<file path="src/rtl/coherence_bus_arbiter.sv">
// Two-CPU snooping coherence bus arbiter: serialises read-miss, write-miss and
// invalidate requests onto one broadcast bus with round-robin tie breaking.
module coherence_bus_arbiter #(
    parameter int SNOOP_CYCLES = 1
) (
    input  logic        clk,
    input  logic        rst,
    input  logic        cpu0_read_miss,
    input  logic        cpu0_write_miss,
    input  logic        cpu0_invalidate,
    input  logic [10:0] cpu0_bico,
    input  logic        cpu0_search_found,
    output logic        cpu0_search,
    output logic        cpu0_grant,
    output logic [1:0]  cpu0_datasel,
    output logic        cpu0_inv_from_other,
    input  logic        cpu1_read_miss,
    input  logic        cpu1_write_miss,
    input  logic        cpu1_invalidate,
    input  logic [10:0] cpu1_bico,
    input  logic        cpu1_search_found,
    output logic        cpu1_search,
    output logic        cpu1_grant,
    output logic [1:0]  cpu1_datasel,
    output logic        cpu1_inv_from_other,
    output logic [12:0] boci,
    output logic        mem_re,
    output logic [10:0] mem_addr,
    input  logic        mem_rdy,
    output logic        busy
);

    localparam logic [2:0] S_IDLE  = 3'd0;
    localparam logic [2:0] S_SNOOP = 3'd1;
    localparam logic [2:0] S_MEM   = 3'd2;
    localparam logic [2:0] S_INV   = 3'd3;
    localparam logic [2:0] S_DONE  = 3'd4;

    localparam logic [1:0] OP_IDLE  = 2'b00;
    localparam logic [1:0] OP_READ  = 2'b01;
    localparam logic [1:0] OP_WRITE = 2'b10;
    localparam logic [1:0] OP_INV   = 2'b11;

    localparam logic [1:0] SRC_NONE = 2'b00;
    localparam logic [1:0] SRC_MEM  = 2'b01;
    localparam logic [1:0] SRC_CPU  = 2'b10;

    localparam logic [3:0] SNOOP_LAST = 4'(SNOOP_CYCLES - 1);

    logic [2:0]  state_q, state_d;
    logic        owner_q, owner_d;
    logic        last_grant_q, last_grant_d;
    logic [1:0]  op_q, op_d;
    logic [1:0]  datasel_q, datasel_d;
    logic [10:0] addr_q, addr_d;
    logic [3:0]  snoop_cnt_q, snoop_cnt_d;

    logic [1:0]  cpu0_op, cpu1_op;
    logic        cpu0_req, cpu1_req;
    logic        winner;
    logic        other_found;

    // Within one CPU a write miss outranks a read miss, which outranks an invalidate.
    always_comb begin
        cpu0_op = OP_IDLE;
        if (cpu0_write_miss)      cpu0_op = OP_WRITE;
        else if (cpu0_read_miss)  cpu0_op = OP_READ;
        else if (cpu0_invalidate) cpu0_op = OP_INV;
        cpu1_op = OP_IDLE;
        if (cpu1_write_miss)      cpu1_op = OP_WRITE;
        else if (cpu1_read_miss)  cpu1_op = OP_READ;
        else if (cpu1_invalidate) cpu1_op = OP_INV;
    end

    assign cpu0_req    = (cpu0_op != OP_IDLE);
    assign cpu1_req    = (cpu1_op != OP_IDLE);
    assign other_found = owner_q ? cpu0_search_found : cpu1_search_found;

    always_comb begin
        state_d      = state_q;
        owner_d      = owner_q;
        op_d         = op_q;
        addr_d       = addr_q;
        datasel_d    = datasel_q;
        snoop_cnt_d  = snoop_cnt_q;
        last_grant_d = last_grant_q;
        winner       = 1'b0;
        case (state_q)
            S_IDLE: begin
                if (cpu0_req || cpu1_req) begin
                    winner      = (cpu0_req && cpu1_req) ? ~last_grant_q : cpu1_req;
                    owner_d     = winner;
                    op_d        = winner ? cpu1_op : cpu0_op;
                    addr_d      = winner ? cpu1_bico : cpu0_bico;
                    datasel_d   = SRC_NONE;
                    snoop_cnt_d = 4'd0;
                    state_d     = (op_d == OP_INV) ? S_INV : S_SNOOP;
                end
            end
            S_SNOOP: begin
                if (snoop_cnt_q == SNOOP_LAST) begin
                    if (other_found) begin
                        datasel_d = SRC_CPU;
                        state_d   = (op_q == OP_READ) ? S_DONE : S_INV;
                    end else begin
                        state_d = S_MEM;
                    end
                end else begin
                    snoop_cnt_d = snoop_cnt_q + 4'd1;
                end
            end
            S_MEM: begin
                if (mem_rdy) begin
                    datasel_d = SRC_MEM;
                    state_d   = (op_q == OP_READ) ? S_DONE : S_INV;
                end
            end
            S_INV: state_d = S_DONE;
            S_DONE: begin
                last_grant_d = owner_q;
                state_d      = S_IDLE;
            end
            default: state_d = S_IDLE;
        endcase
    end

    // last_grant resets to CPU1 so that CPU0 wins the first tie.
    always_ff @(posedge clk or posedge rst) begin
        if (rst) begin
            state_q      <= S_IDLE;
            owner_q      <= 1'b0;
            last_grant_q <= 1'b1;
            op_q         <= OP_IDLE;
            datasel_q    <= SRC_NONE;
            addr_q       <= 11'd0;
            snoop_cnt_q  <= 4'd0;
        end else begin
            state_q      <= state_d;
            owner_q      <= owner_d;
            last_grant_q <= last_grant_d;
            op_q         <= op_d;
            datasel_q    <= datasel_d;
            addr_q       <= addr_d;
            snoop_cnt_q  <= snoop_cnt_d;
        end
    end

    // Outputs decode purely from state, so reset clears them without waiting for a clock.
    always_comb begin
        cpu0_search         = 1'b0;
        cpu1_search         = 1'b0;
        cpu0_grant          = 1'b0;
        cpu1_grant          = 1'b0;
        cpu0_datasel        = SRC_NONE;
        cpu1_datasel        = SRC_NONE;
        cpu0_inv_from_other = 1'b0;
        cpu1_inv_from_other = 1'b0;
        boci                = 13'd0;
        mem_re              = 1'b0;
        mem_addr            = 11'd0;
        case (state_q)
            S_SNOOP: begin
                boci = {op_q, addr_q};
                if (owner_q) cpu0_search = 1'b1;
                else         cpu1_search = 1'b1;
            end
            S_MEM: begin
                mem_re   = 1'b1;
                mem_addr = addr_q;
            end
            S_INV: begin
                boci = {OP_INV, addr_q};
                if (owner_q) cpu0_inv_from_other = 1'b1;
                else         cpu1_inv_from_other = 1'b1;
            end
            S_DONE: begin
                if (owner_q) begin
                    cpu1_grant   = 1'b1;
                    cpu1_datasel = datasel_q;
                end else begin
                    cpu0_grant   = 1'b1;
                    cpu0_datasel = datasel_q;
                end
            end
            default: ;
        endcase
    end

    assign busy = (state_q != S_IDLE);

endmodule
</file>
<file path="config.mk">
export PLATFORM = sky130hd
export DESIGN_NAME = coherence_bus_arbiter
export DESIGN_NICKNAME = d
export VERILOG_FILES = /design/src/rtl/coherence_bus_arbiter.sv
export SDC_FILE = /design/constraint.sdc
export NUM_CORES = 1
export LEC_CHECK = 0
export BUFFER_PORTS_ARGS = -buffer_cell sky130_fd_sc_hd__buf_2
export CAP_MARGIN = 20
export CORE_MARGIN = 1.5
export CORE_UTILIZATION = 40
export CTS_CLUSTER_DIAMETER = 30
export DETAILED_ROUTE_END_ITERATION = 12
export GPL_TIMING_DRIVEN = 0
export PLACE_DENSITY = 0.82
export SKIP_CTS_REPAIR_TIMING = 1
export SLEW_MARGIN = 0
export SYNTH_ARGS = -nofsm -noshare
export SYNTH_HDL_FRONTEND = slang
export SYNTH_SLANG_ARGS = --single-unit
</file>
<file path="constraint.sdc">
create_clock -name clk -period 2.6 [get_ports clk]
set_input_delay 0.39 -clock clk [delete_from_list [all_inputs] [get_ports clk]]
set_output_delay 0.39 -clock clk [all_outputs]
set_load 0.05 [all_outputs]
</file>
After elaboration in Yosys (flattened, before gate mapping)
Cells that the tools add are included.

word-level totals
  output and inout bits = 36
  bits of input ports = 33
  flip-flop bits (word level) = 24
  word-level logic and storage cells = 73

operators by class
  bitwise logic cells = 1
  add/subtract/negate cells = 1
  reduce and logical (&&, ||, !) cells = 13
  equal/unequal tests = 11
  multiplexer cells = 40

operator list
  kind                   count
  $mux W2                16
  $pmux W13 S2           1
  $mux W11               2
  $mux W3                5
  $pmux W3 S4            1
  $mux W1                11
  $ne A2 B2 Y1 const B   5
  $mux W4                2
  $pmux W4 S2            1
  $eq A3 B2 Y1 const B   2
  $pmux W2 S3            1
  $reduce_and A3 Y1      2
  $reduce_bool A2 Y1     3
  $reduce_bool A3 Y1     2
  $reduce_and A5 Y1      1
  $add A4 B1 Y4 const B  1
  $logic_not A4 Y1       1
  $eq A3 B1 Y1 const B   1
  $eq A3 B3 Y1 const B   1
  $logic_not A3 Y1       1
  $eq A2 B1 Y1 const B   1
  $eq A2 B2 Y1 const B   1
  $reduce_and A2 Y1      1
  $logic_and A1 B1 Y1    1
  other kinds (2)        2

Depth between registers and ports, before layout
  depth after elaboration = 11
  gate-level depth with buffers = 7
  mapped depth without buffers = 7

Worst setup path after synthesis
Ideal clock, no wire load.

  kind = reg2out
  start point = register state_q[0]
  end point = output port cpu0_datasel[0]
  setup slack = 0.278 ns
  stages on the path, launching flop included = 6
  path buffers = 1
  arrival time = 1.932 ns
  required time = 2.210 ns
  cells stage by stage = dfrtp_1 buf_6 nor2_1 nand2_1 nor2_1 and2_1

between the ends
  longest elaborated chain between the ends = 2

RTL lines
  what                      RTL line  text
  start: declaration        50        logic [2:0] state_q, state_d;
  start signal: assignment  138       state_q <= state_d;
  $eq A3 B3 Y1              161       case (state_q)
  $mux W2                   161
  end: declaration          15        output logic [1:0] cpu0_datasel,

Every way passes these cells.

Final worst setup path
  start point = register state_q[1]
  end point = output port mem_addr[10]

between the ends
  longest elaborated chain between the ends = 2

RTL lines
  what              RTL line  text
  $eq A3 B2 Y1      161
  $mux W11          161
  end: declaration  28        output logic [10:0] mem_addr,

Every way passes these cells.

==> qor.yml <==
hold_violations: 0
crit_fanout: 10
antenna_found_initial: 0
synth_edf_count: 0
seq_area_frac_synth_pct: 38.8
clk_pin_slew_worst_paths_ns: 0.09
combPwrFrac_pct: 65.0
nets: 287
yosys-top-cells-area: "dfrtp_1 37%, mux2i_1 7.7%, and2_1 6.9%"
tns_ns: 0
start_kind: "flop"
htreeDepth: 1
worstReg2RegStart: "snoop_cnt_q[0]$_DFFE_PP0P_"
synth_most_common_cell: "dfrtp_1"
drtAntennaViolNets: 0
drive_gt1_share_pct: 33.9
switching_share_pct: 53.7
fp-row-count: 22
maxSlewHeadroom_pct: 38.1
synthTopCellsByCount: "23 x dfrtp_1, 19 x nand2_1, 17 x and2_1, 13 x and3_1, 12 x mux2i_1"
yosys.area.top_type: "dfrtp_1"
leakage_nw: 1.13
grt_max_degree: 25
routabilityCongestion: 0.782
wirelength_mm: 4.18
drtPass1Iterations: 4
ys_ff_latch: 24
reg2reg_slack_ns: 0.75
clock-root-buffer: "clkbuf_8"
num_vias: 1570
worst_ep_required_time_ns: 2.21
cap_violations: 0
async_flop_share_pct: 100
drcViolationCount: 0
fillers: 369
core_area_um2: 3690
pwr_density_cell_nw_per_um2: 1380
die_height_um: 65.3
yosys_warnings: 0
ir_drop_mv: 0.575
worst_slack_ns: 0.239
fin_crit_sh_pct: 90.8
hold_path_class: "primary input to asynchronous set/reset pin"
outcome: "completed"
syn-num-nets: 214
synth_area_per_cell_um2: 8.67
start_util_pct: 42.1
power.internal_w: 0.00130
routed_via_density: 5.25
drt_iter0_markers: 69
grt_overflow: 0
grt_pass1_vias: 1473
io_pins: 69
portBuffers: 68
ys_types: 38
reg2reg_depth: 7
die_x_um: 65.3
grtUsageTotal_pct: 20.8
cts_tree: "built"
power_frac_clock_pct: 11.9
synthCells: 179
setup_viol: 0
cts_num_sinks: 24
fin_worst_skew_ns: 0.00915
areaGrowthSynthToFinish_pct: 30.6
ys.flop_type: "dfrtp_1"
critPathArrivalTime_ns: 1.97
wl_per_cell_um: 14.0
clk_latency_ns: 0.28
slew_violations: 0
clock.fmax_ghz: 0.424
seqPwrFrac_pct: 23.1
p_switching_w: 0.00150
netlist_area_um2: 1550
hpwl_mm: 3.14
grt_pass1_wl_mm: 6.76
rsz0062_at_grt: "no"
yosys.area.top_type_share_pct: 37.1
die-area_um2: 4260
period_minus_slack_ns: 2.36
cts_buffer_depth: 2
tightest_slew_ns: 0.928
diodes: 0
cts_buffers: 3
critPathKind: "flop to output pin"
reg2reg_to: "datasel_q[0]$_DFFE_PP0P_"
cp-end-kind: "output pin"
pre_cts_ws_ns: 0.393
logic make-up (layout without fill, tap and decap cells):
group | after synthesis | in the layout | share of synthesized area [%]
mux | 12 | 12 | 7.74
simple gates | 83 | 83 | 29.6
buf+inv | 17 | 89 | 6.05
compound gates | 39 | 39 | 15.1
xor+xnor | 2 | 2 | 1.13
fa+ha+maj | 2 | 2 | 1.61
flops | 24 | 24 | 38.8
area by class of cell:
class,instances,area [um^2],area share (%)
Clock buffer,3,41.3,2.04
Buffer,11,71.3,3.52
Sequential cell,24,602,29.7
Inverter,6,22.5,1.11
Multi-Input combinational cell,138,858,42.4
Timing Repair Buffer,68,340,16.8
Clock inverter,1,30.0,1.48
Tap cell,48,60.1,2.96
power groups by stage:
| stage | combinational (W) | sequential (W) | clock, W |
|---|---|---|---|
| 2_1_floorplan | 0.00143 | 0.000619 | 0 |
| 6_report | 0.00182 | 0.000646 | 0.000334 |
| 3_5_place_dp | 0.00181 | 0.000651 | 0 |
| 4_1_cts | 0.00182 | 0.000644 | 0.000336 |
| 5_1_grt | 0.00196 | 0.000673 | 0.000359 |
| 3_3_place_gp | 0.00179 | 0.000642 | 0 |
registers in the layout, indices dropped and copies added (netlist names):
register,flops
owner_q,1
snoop_cnt_q,4
state_q,3
addr_q,11
last_grant_q,1
datasel_q,2
op_q,2
per-stage QoR:
step | util [%] | area [um^2] | hold WS [ns] | instances | power (W)
floorplan | - | 1550 | 0.404 | 179 | 0.00204
global placement | 52.9 | 1950 | 0.473 | 295 | 0.00243
detailed placement | 52.9 | 1950 | 0.481 | 295 | 0.00247
CTS | 54.9 | 2020 | 0.348 | 299 | 0.00280
global route | 54.9 | 2030 | 0.374 | 299 | 0.00299
finish | 54.9 | 2030 | 0.306 | 299 | 0.00280
routing by layer:
layer | part of all wire (%) | track usage, % | routed length [um] | up-vias
met4 | 2.3 | 10.2 | 98 | 0
met2 | 48 | 35.3 | 2000 | 49
met1 | 44 | 25.7 | 1840 | 747
met3 | 5.7 | 3.25 | 237 | 9
li1 | - | - | - | 765
met5 | 0 | 0 | 0 | -
cells in the final DEF, fill, tap and decap left out, drive strengths merged:
cell	netlist	layout
inv	6	6
a31oi	1	1
a21o	3	3
nand3	6	6
xor2	2	2
a22o	2	2
nand4	1	1
a22oi	1	1
bufinv	0	1
o21ai	18	18
nor3	6	6
nand2b	2	2
nand2	19	19
and2b	1	1
o21a	2	2
buf	7	75
a21oi	7	7
nand3b	1	1
o21bai	2	2
nor2b	3	3
or3	1	1
dfrtp	23	23
a211oi	1	1
nor2	10	10
or3b	2	2
clkbuf	4	7
dfstp	1	1
ha	2	2
and2	17	17
mux2i	12	12
o22a	1	1
a211o	1	1
nor4	1	1
and3	13	13
worst max-delay path by stage:
| stage | cells after the start | to | slack (ns) | from |
|---|---|---|---|---|
| finish | 4 | mem_addr[10] | 0.24 | state_q[1]$_DFFE_PP0P_ |
| global route | 5 | cpu1_inv_from_other | 0.09 | state_q[1]$_DFFE_PP0P_ |
| CTS | 6 | cpu1_inv_from_other | 0.09 | state_q[2]$_DFFE_PP0P_ |
| detailed placement | 6 | cpu1_inv_from_other | 0.39 | state_q[2]$_DFFE_PP0P_ |
| global placement | 6 | cpu1_inv_from_other | 0.43 | state_q[2]$_DFFE_PP0P_ |
| floorplan | 5 | cpu0_datasel[0] | 0.28 | state_q[0]$_DFFE_PP0P_ |
critical path, cell delays in order (launching register included):
cell,delay [ns]
dfrtp_1,0.45
clkbuf_1,0.40
clkbuf_1,0.35
and3_1,0.24
buf_2,0.27
No activity file was read; power rests on OpenSTA's default activity.
